$ cat src/rtl/imem_dmem_arbiter_pkg.sv
// Shared definitions for the unified-memory arbiter between fetch and MEM stage.
// Holds the FSM state and owner encodings, the default widths/limits, and a
// helper that sizes the small counters.
package imem_dmem_arbiter_pkg;

  localparam int AW_DEFAULT           = 32;
  localparam int DW_DEFAULT           = 32;
  localparam int STARVE_LIMIT_DEFAULT = 3;
  localparam int TIMEOUT_DEFAULT      = 64;

  typedef enum logic [1:0] {
    IDLE   = 2'd0,
    BUSY_I = 2'd1,
    BUSY_D = 2'd2
  } state_e;

  typedef enum logic {
    OWN_I = 1'b0,
    OWN_D = 1'b1
  } owner_e;

  // Bits needed to represent 0..max_val, never fewer than one.
  function automatic int cnt_width(input int max_val);
    int w;
    w = $clog2(max_val + 1);
    return (w < 1) ? 1 : w;
  endfunction

endpackage

$ cat src/rtl/imem_dmem_arbiter_timeout_counter.sv
// arb_timeout_counter: counts BUSY cycles spent waiting for mem_ack.
// Ports:
//   clk, reset : clock, asynchronous active-high reset
//   clear      : zero the count (asserted on every grant)
//   inc        : advance the count (BUSY cycle without ack)
//   expired    : count has reached LIMIT-1; always 0 when LIMIT==0
module arb_timeout_counter
  import imem_dmem_arbiter_pkg::*;
#(
  parameter int LIMIT = TIMEOUT_DEFAULT
) (
  input  logic clk,
  input  logic reset,
  input  logic clear,
  input  logic inc,
  output logic expired
);

  localparam int            CW   = cnt_width(LIMIT);
  localparam logic [CW-1:0] LAST = (LIMIT > 0) ? CW'(LIMIT - 1) : {CW{1'b0}};

  logic [CW-1:0] count_r;

  // Elapsed-cycle register: zeroed on grant, advances while the ack is outstanding.
  always_ff @(posedge clk or posedge reset) begin
    if (reset) begin
      count_r <= {CW{1'b0}};
    end else if (clear) begin
      count_r <= {CW{1'b0}};
    end else if (inc) begin
      count_r <= count_r + CW'(1'b1);
    end else begin
      count_r <= count_r;
    end
  end

  // The abort fires on the LIMIT-th busy cycle, i.e. while the count shows LIMIT-1.
  assign expired = (LIMIT != 0) && (count_r == LAST);

endmodule

$ cat src/rtl/imem_dmem_arbiter.sv
// imem_dmem_arbiter: shares one single-ported memory between instruction fetch
// and the MEM stage, one transaction at a time. Data wins ties unless fetch has
// already lost STARVE_LIMIT consecutive ties; hung transactions are aborted
// after TIMEOUT busy cycles (0 disables the abort).
// Ports:
//   clk, reset                       : clock, asynchronous active-high reset
//   if_req/if_addr -> if_rdata/if_done : fetch read channel
//   d_req/d_we/d_addr/d_wdata -> d_rdata/d_done : load/store channel
//   err_timeout                      : pulses with the done of an aborted access
//   mem_req/mem_we/mem_addr/mem_wdata, mem_ack/mem_rdata : memory side
//   stall_if, stall_d                : request pending and not completing this cycle
module imem_dmem_arbiter
  import imem_dmem_arbiter_pkg::*;
#(
  parameter int AW           = AW_DEFAULT,
  parameter int DW           = DW_DEFAULT,
  parameter int STARVE_LIMIT = STARVE_LIMIT_DEFAULT,
  parameter int TIMEOUT      = TIMEOUT_DEFAULT
) (
  input  logic          clk,
  input  logic          reset,
  input  logic          if_req,
  input  logic [AW-1:0] if_addr,
  output logic [DW-1:0] if_rdata,
  output logic          if_done,
  input  logic          d_req,
  input  logic          d_we,
  input  logic [AW-1:0] d_addr,
  input  logic [DW-1:0] d_wdata,
  output logic [DW-1:0] d_rdata,
  output logic          d_done,
  output logic          err_timeout,
  output logic          mem_req,
  output logic          mem_we,
  output logic [AW-1:0] mem_addr,
  output logic [DW-1:0] mem_wdata,
  input  logic          mem_ack,
  input  logic [DW-1:0] mem_rdata,
  output logic          stall_if,
  output logic          stall_d
);

  localparam int             WCW      = cnt_width(STARVE_LIMIT);
  localparam logic [WCW-1:0] WAIT_MAX = WCW'(STARVE_LIMIT);

  state_e         state_r;
  state_e         state_s;
  owner_e         owner_r;
  logic           mem_req_r;
  logic           mem_we_r;
  logic [AW-1:0]  mem_addr_r;
  logic [DW-1:0]  mem_wdata_r;
  logic [WCW-1:0] wait_cnt_r;

  logic grant_i_s;
  logic grant_d_s;
  logic busy_s;
  logic expired_s;
  logic finish_s;
  logic abort_s;

  assign busy_s   = (state_r != IDLE);
  // An ack arriving on the timeout cycle wins, so abort requires no ack.
  assign finish_s = busy_s & (mem_ack | expired_s);
  assign abort_s  = busy_s & ~mem_ack & expired_s;

  arb_timeout_counter #(
    .LIMIT (TIMEOUT)
  ) u_to_cnt (
    .clk     (clk),
    .reset   (reset),
    .clear   (grant_i_s | grant_d_s),
    .inc     (busy_s & ~mem_ack),
    .expired (expired_s)
  );

  // Next-state and grant decode; arbitration only happens from IDLE.
  always_comb begin
    state_s   = state_r;
    grant_i_s = 1'b0;
    grant_d_s = 1'b0;
    case (state_r)
      IDLE: begin
        if (d_req && (!if_req || (wait_cnt_r != WAIT_MAX))) begin
          grant_d_s = 1'b1;
          state_s   = BUSY_D;
        end else if (if_req) begin
          grant_i_s = 1'b1;
          state_s   = BUSY_I;
        end else begin
          state_s   = IDLE;
        end
      end
      BUSY_I, BUSY_D: begin
        if (finish_s) begin
          state_s = IDLE;
        end else begin
          state_s = state_r;
        end
      end
      default: begin
        state_s = IDLE;
      end
    endcase
  end

  // FSM state, owner and the registered memory-side request.
  always_ff @(posedge clk or posedge reset) begin
    if (reset) begin
      state_r     <= IDLE;
      owner_r     <= OWN_I;
      mem_req_r   <= 1'b0;
      mem_we_r    <= 1'b0;
      mem_addr_r  <= {AW{1'b0}};
      mem_wdata_r <= {DW{1'b0}};
    end else begin
      state_r <= state_s;
      if (grant_d_s) begin
        owner_r     <= OWN_D;
        mem_req_r   <= 1'b1;
        mem_we_r    <= d_we;
        mem_addr_r  <= d_addr;
        mem_wdata_r <= d_wdata;
      end else if (grant_i_s) begin
        owner_r     <= OWN_I;
        mem_req_r   <= 1'b1;
        mem_we_r    <= 1'b0;
        mem_addr_r  <= if_addr;
        mem_wdata_r <= {DW{1'b0}};
      end else if (finish_s) begin
        mem_req_r   <= 1'b0;
      end else begin
        mem_req_r   <= mem_req_r;
      end
    end
  end

  // Starvation counter: consecutive ties fetch has lost, cleared when fetch wins.
  always_ff @(posedge clk or posedge reset) begin
    if (reset) begin
      wait_cnt_r <= {WCW{1'b0}};
    end else if (grant_i_s) begin
      wait_cnt_r <= {WCW{1'b0}};
    end else if (grant_d_s && if_req && (wait_cnt_r != WAIT_MAX)) begin
      wait_cnt_r <= wait_cnt_r + WCW'(1'b1);
    end else begin
      wait_cnt_r <= wait_cnt_r;
    end
  end

  // Completion routing: done to the owner, read data only on a real ack.
  always_comb begin
    if_done  = 1'b0;
    d_done   = 1'b0;
    if_rdata = {DW{1'b0}};
    d_rdata  = {DW{1'b0}};
    if (finish_s) begin
      if (owner_r == OWN_I) begin
        if_done  = 1'b1;
        if_rdata = mem_ack ? mem_rdata : {DW{1'b0}};
      end else begin
        d_done   = 1'b1;
        d_rdata  = (mem_ack && !mem_we_r) ? mem_rdata : {DW{1'b0}};
      end
    end else begin
      if_done  = 1'b0;
      d_done   = 1'b0;
    end
  end

  assign err_timeout = abort_s;
  assign mem_req     = mem_req_r;
  assign mem_we      = mem_we_r;
  assign mem_addr    = mem_addr_r;
  assign mem_wdata   = mem_wdata_r;

  // Reset masks the stalls so they drop at once, without waiting for a clock.
  assign stall_if = if_req & ~if_done & ~reset;
  assign stall_d  = d_req & ~d_done & ~reset;

endmodule

$ cat config.mk
export PLATFORM = sky130hd
export DESIGN_NAME = imem_dmem_arbiter
export DESIGN_NICKNAME = d
export VERILOG_FILES = /design/src/rtl/imem_dmem_arbiter_pkg.sv /design/src/rtl/imem_dmem_arbiter_timeout_counter.sv /design/src/rtl/imem_dmem_arbiter.sv
export SDC_FILE = /design/constraint.sdc
export NUM_CORES = 1
export LEC_CHECK = 0
export ABC_AREA = 1
export CAP_MARGIN = 25
export CORE_AREA = 2 2 126 103
export DETAILED_ROUTE_END_ITERATION = 16
export DIE_AREA = 0 0 128 105
export GPL_ROUTABILITY_DRIVEN = 0
export GPL_TIMING_DRIVEN = 0
export PLACE_DENSITY_LB_ADDON = 0.25
export SLEW_MARGIN = 10
export SYNTH_ARGS = -nofsm -noshare
export SYNTH_HDL_FRONTEND = slang
export SYNTH_HIERARCHICAL = 1
export SYNTH_SLANG_ARGS = --single-unit
export TNS_END_PERCENT = 20
$ cat constraint.sdc
create_clock -name clk -period 3.4 [get_ports clk]
set_clock_uncertainty 0.15 [all_clocks]
set_input_delay 0.34 -clock clk [delete_from_list [all_inputs] [get_ports clk]]
set_output_delay 0.34 -clock clk [all_outputs]
set_load 0.02 [all_outputs]
Word level (Yosys, flattened, before mapping)

Cells that the tools add are included.

Register bits: 78
Bits of input ports: 134
Output and inout port bits: 135
Word-level logic and storage cells: 75

Add/subtract/negate cells: 2
Equality and inequality tests: 5
Muxes and demuxes: 33
Bitwise gates (word level): 13
Reductions and logical operators: 14

Operators with widths:

| kind                  | count |
|---|---|
| $mux W32              | 10 |
| $mux W1               | 16 |
| $mux W7               | 2 |
| $mux W2               | 4 |
| $reduce_bool A2 Y1    | 4 |
| $add A7 B1 Y7 const B | 1 |
| $and A1 B1 Y1         | 7 |
| $eq A7 B6 Y1 const B  | 1 |
| $logic_and A1 B1 Y1   | 4 |
| $ne A2 B2 Y1 const B  | 2 |
| $not A1 Y1            | 4 |
| $pmux W2 S2           | 1 |
| $reduce_bool A3 Y1    | 1 |
| $add A2 B1 Y2 const B | 1 |
| $eq A2 B1 Y1 const B  | 1 |
| $eq A2 B2 Y1 const B  | 1 |
| $logic_not A1 Y1      | 2 |
| $logic_not A2 Y1      | 1 |
| $or A1 B1 Y1          | 2 |
| $reduce_or A2 Y1      | 1 |
| $logic_or A1 B1 Y1    | 1 |

Logic depth before layout (Yosys ltp)

Word-level depth: 9
Gate-level depth with buffers: 12
Gate-level depth less buffers: 9

Hierarchy

The synthesis kept the hierarchy.

By module, submodules not included:

| module              | times used | cells each | area an instance (um^2) | seq. area each (um^2) |
|---|---|---|---|---|
| imem_dmem_arbiter   | 1          | 667        | 4251.6                  | 1776.7 |
| arb_timeout_counter | 1          | 53         | 396.6                   | 175.2 |

Worst setup path after synthesis

Ideal clock, no wire load.

Path kind: input to output
Start: input reset
End: output stall_if
Arrival time: 2.268 ns
Data required time: 2.910 ns
Path slack: 0.642 ns
Stages on the path: 4
Buffers on the path: 0
Path through: inv_1 nand2_1 o21bai_1 inv_1

Word-level cells in the longest chain between the ends: 2

Ends and longest elaborated chain:

| what          | RTL line                 | text |
|---|---|---|
| from (decl)   | imem_dmem_arbiter.sv:21  | `input logic reset,` |
| $not A1 Y1    | imem_dmem_arbiter.sv:178 | `assign stall_if = if_req & ~if_done & ~reset;` |
| $and A1 B1 Y1 | imem_dmem_arbiter.sv:178 |  |
| to (decl)     | imem_dmem_arbiter.sv:39  | `output logic stall_if,` |

Every way passes these cells.

Worst setup path after layout

Start: register u_to_cnt.count_r[0]
End: output d_rdata[19]

Word-level cells in the longest chain between the ends: 4

Ends and longest elaborated chain:

| what                   | RTL line                                | text |
|---|---|---|
| from (decl)            | imem_dmem_arbiter_timeout_counter.sv:22 | `logic [CW-1:0] count_r;` |
| from (signal assigned) | imem_dmem_arbiter_timeout_counter.sv:27 | `count_r <= {CW{1'b0}};` |
| from (signal assigned) | imem_dmem_arbiter_timeout_counter.sv:29 | `count_r <= {CW{1'b0}};` |
| from (signal assigned) | imem_dmem_arbiter_timeout_counter.sv:31 | `count_r <= count_r + CW'(1'b1);` |
| $eq A7 B6 Y1           | imem_dmem_arbiter_timeout_counter.sv:38 | `assign expired = (LIMIT != 0) && (count_r == LAST);` |
| via expired_s          | imem_dmem_arbiter.sv:58                 | `logic expired_s;` |
| $or A1 B1 Y1           | imem_dmem_arbiter.sv:64                 | `assign finish_s = busy_s & (mem_ack \| expired_s);` |
| $and A1 B1 Y1          | imem_dmem_arbiter.sv:64                 |  |
| $mux W32               | imem_dmem_arbiter.sv:157                | `if (finish_s) begin` |
| to (decl)              | imem_dmem_arbiter.sv:30                 | `output logic [DW-1:0] d_rdata,` |

The timed path passes the listed nets, and every way through them passes these cells.

==> summary.md <==
| Metric | Value |
|---|---|
| Area of the core | 12070 um^2 |
| Fin crit share | 0.9180 |
| Antenna violations before repair | 0 |
| Crit Path Category | reg2out |
| # IOs | 269 |
| CP arrival | 2630 ps |
| Synth cell types | 27 |
| Total power | 5.591 mW |
| GRT Residual Overflow | 0 |
| Initial Utilization | 0.3851 |
| Status | finished, final reports clean |
| Clock transition at path regs | 60 ps |
| Final Critical Period | 3121 ps |
| N_diodes | 0 |
| Total global-route track usage | 0.2192 |
| Post-Syn Nets | 857 |
| Max-Slew Margin vs Limit | 0.6089 |
| Worst skew pair latency | 330 ps |
| Die W | 128 um |
| Routed wire per std cell | 12.65 um |
| Max Cap Violations | 0 |
| FF+latch count, synth | 78 |
| Final hold vios | 0 |
| Peak VDD IR | 529.5 uV |
| Least-Margin Pin Slew | 580.5 ps |
| Wirelength, routed | 14.63 mm |
| Dpl hpwl | 11.38 mm |
| Hold Path Class | in2async |
| Largest net degree at the start of global routing | 59 |
| Share of cells above drive strength 1 | 0.06076 |
| Via/cell ratio | 4.415 |
| Yosys warning count | 6 |
| Final Net Count | 1136 |
| Mean post-synth cell area | 6.456 um^2 |
| RSZ-0062 raised after global routing | false |
| Mapped Area | 4648 um^2 |
| Post-Place Cell Area | 7541 um^2 |
| Synth Instances | 720 |
| Endpoints failing setup | 0 |
| Die area | 13440 um^2 |
| Worst-path fanout max | 10 |
| Sequential element share of the synthesized area | 0.4199 |
| Max Clk Rate | 320.4 MHz |
| Number of hold buffers added after CTS | 0 |
| Final TNS setup | 0 ps |
| EDFF count, synth | 0 |
| Worst EP required | 2910 ps |
| CTS HTree Levels | 3 |
| Synth top cells by count | nand2_1, inv_1, nor2_1 |
| TritonCTS buffer count | 9 |
| Num rows | 36 |
| Drt initial violations | 326 |
| CTS tree | built |
| Placed cells | 1140 |
| Yosys top cell area share | 0.4199 |
| Reg-to-reg critical path startpoint | state_r[0] |
| Via count | 5104 |
| Pre-antenna DRT Iters | 6 |
| Synth area leader | dfrtp_1 |
| Leak | 4.255 nW |
| Crit path launch | u_to_cnt/count_r[0] |
| Crit path capture type | output port |
| Post-route cell area | 7834 um^2 |
| # fillers | 1099 |
| First-pass GRT wire length | 23.65 mm |
| Most common cell in the netlist | nand2_1 |
| Finished Layout Cells | 1156 |
| CTS Sinks | 78 |
| Util after Layout | 0.6489 |
| Remaining antenna violation count | 0 |
| Clock Path Buffers | 2 |
| Vias in the first global route | 4770 |
| Share of async-settable or async-resettable flops after synthesis | 1.000 |
| Area grow syn2layout | 68.53% |
| Ys flop type | dfrtp_1 |
| PD cells | 713.6 nW/um^2 |
| CTS root buf | clkbuf_16 |
| DRC viols | 0 |
| Kind of start point of the critical path | flop |
| Slew Limit Fails | 0 |
| IO Port Bufs | 267 |
| Main area contributors after synthesis | dfrtp_1, nand2_1, inv_1, nor2_1, nand4_1 |
| DIE HEIGHT | 105 um |
[layout by cell type, fill, tap and decap left out, types with 3 or more instances in the layout]
cell / n
o21ai_0: 4
ha_1: 3
buf_6: 3
inv_2: 6
a21oi_1: 3
dfrtp_1: 78
clkbuf_1: 5
buf_2: 23
nand3_1: 41
buf_1: 3
nand2_1: 216
nor2_1: 107
clkdlybuf4s50_1: 267
nand2_2: 3
inv_1: 175
nand4_1: 34
clkbuf_16: 9
inv_6: 3
[repair_timing]
| item | in CTS | in global routing |
|---|---|---|
| setup endpoints to repair | 0 | 26 |
| gates resized for setup | 0 | 1 |
| buffers inserted | 0 | 0 |
| hold endpoints to repair | 0 | 0 |
[cell type report]
cell class,instances,area [um^2],share of cell area
clock buffer,9,225.2,0.02875
inverter,182,685.7,0.08753
tap,152,190.2,0.02428
multi-input combinational,424,1826,0.2330
sequential,78,1952,0.2492
buffer,36,193.9,0.02476
timing repair buffer,268,2700,0.3447
clock inverter,7,61.31,0.007826
[registers in the layout, summed over array words and instances, names as in the netlist]
| signal | count |
|---|---|
| mem_req | 1 |
| wait_cnt_r | 2 |
| mem_addr | 32 |
| mem_we | 1 |
| u_to_cnt/count_r | 7 |
| mem_wdata | 32 |
| state_r | 2 |
| owner_r | 1 |
[report_power, final]
part           total, mW  switching [mW]  internal (mW)  leakage (nW)
Sequential          1.57           0.228           1.34         0.943
Combinational       3.09            1.74           1.35          3.18
Clock              0.932           0.423          0.509         0.135
[path summary, 6_finish.rpt]
check	end	slack (ps)	cells after the start
max	d_rdata[19]	280	7
min	mem_addr[12]	230	2
max reg2reg	u_to_cnt/count_r[5]	1220	10
min reg2reg	mem_wdata[26]	330	2
max in group asynchronous	mem_wdata[4]	2320	3
min in group clk	mem_addr[9]	300	4
[metal layers]
| metal | vias to the layer above | global-route usage | wire [um] |
|---|---|---|---|
| met1 | 2243 | 0.2629 | 6134 |
| met2 | 194 | 0.3739 | 6948 |
| met5 | - | 0 | 0 |
| li1 | 2649 | - | - |
| met3 | 18 | 0.07578 | 1347 |
| met4 | 0 | 0.05887 | 198 |
[kinds of logic after synthesis]
kind of cell / share of synthesized area
simple gates: 0.3655
buf+inv: 0.1887
flops: 0.4199
compound gates: 0.01588
fa+ha+maj: 0.008076
xor+xnor: 0.001885
[metrics by stage]
step,setup WS (ps),hold slack (ps)
floorplan,642.1,-6.602
global placement,-1098,310.2
detailed placement,491.7,315.7
CTS,118.1,230.8
global route,82.26,236.8
finish,278.9,231.3
[worst max-delay path, stage by stage, from the launching register on]
cell,delay [ps]
dfrtp_1,410
ha_1,200
nand2_2,100
nor4_2,330
o211ai_2,240
buf_2,250
nor2_1,110
clkdlybuf4s50_1,660
Power figures use the tool's default switching activity.
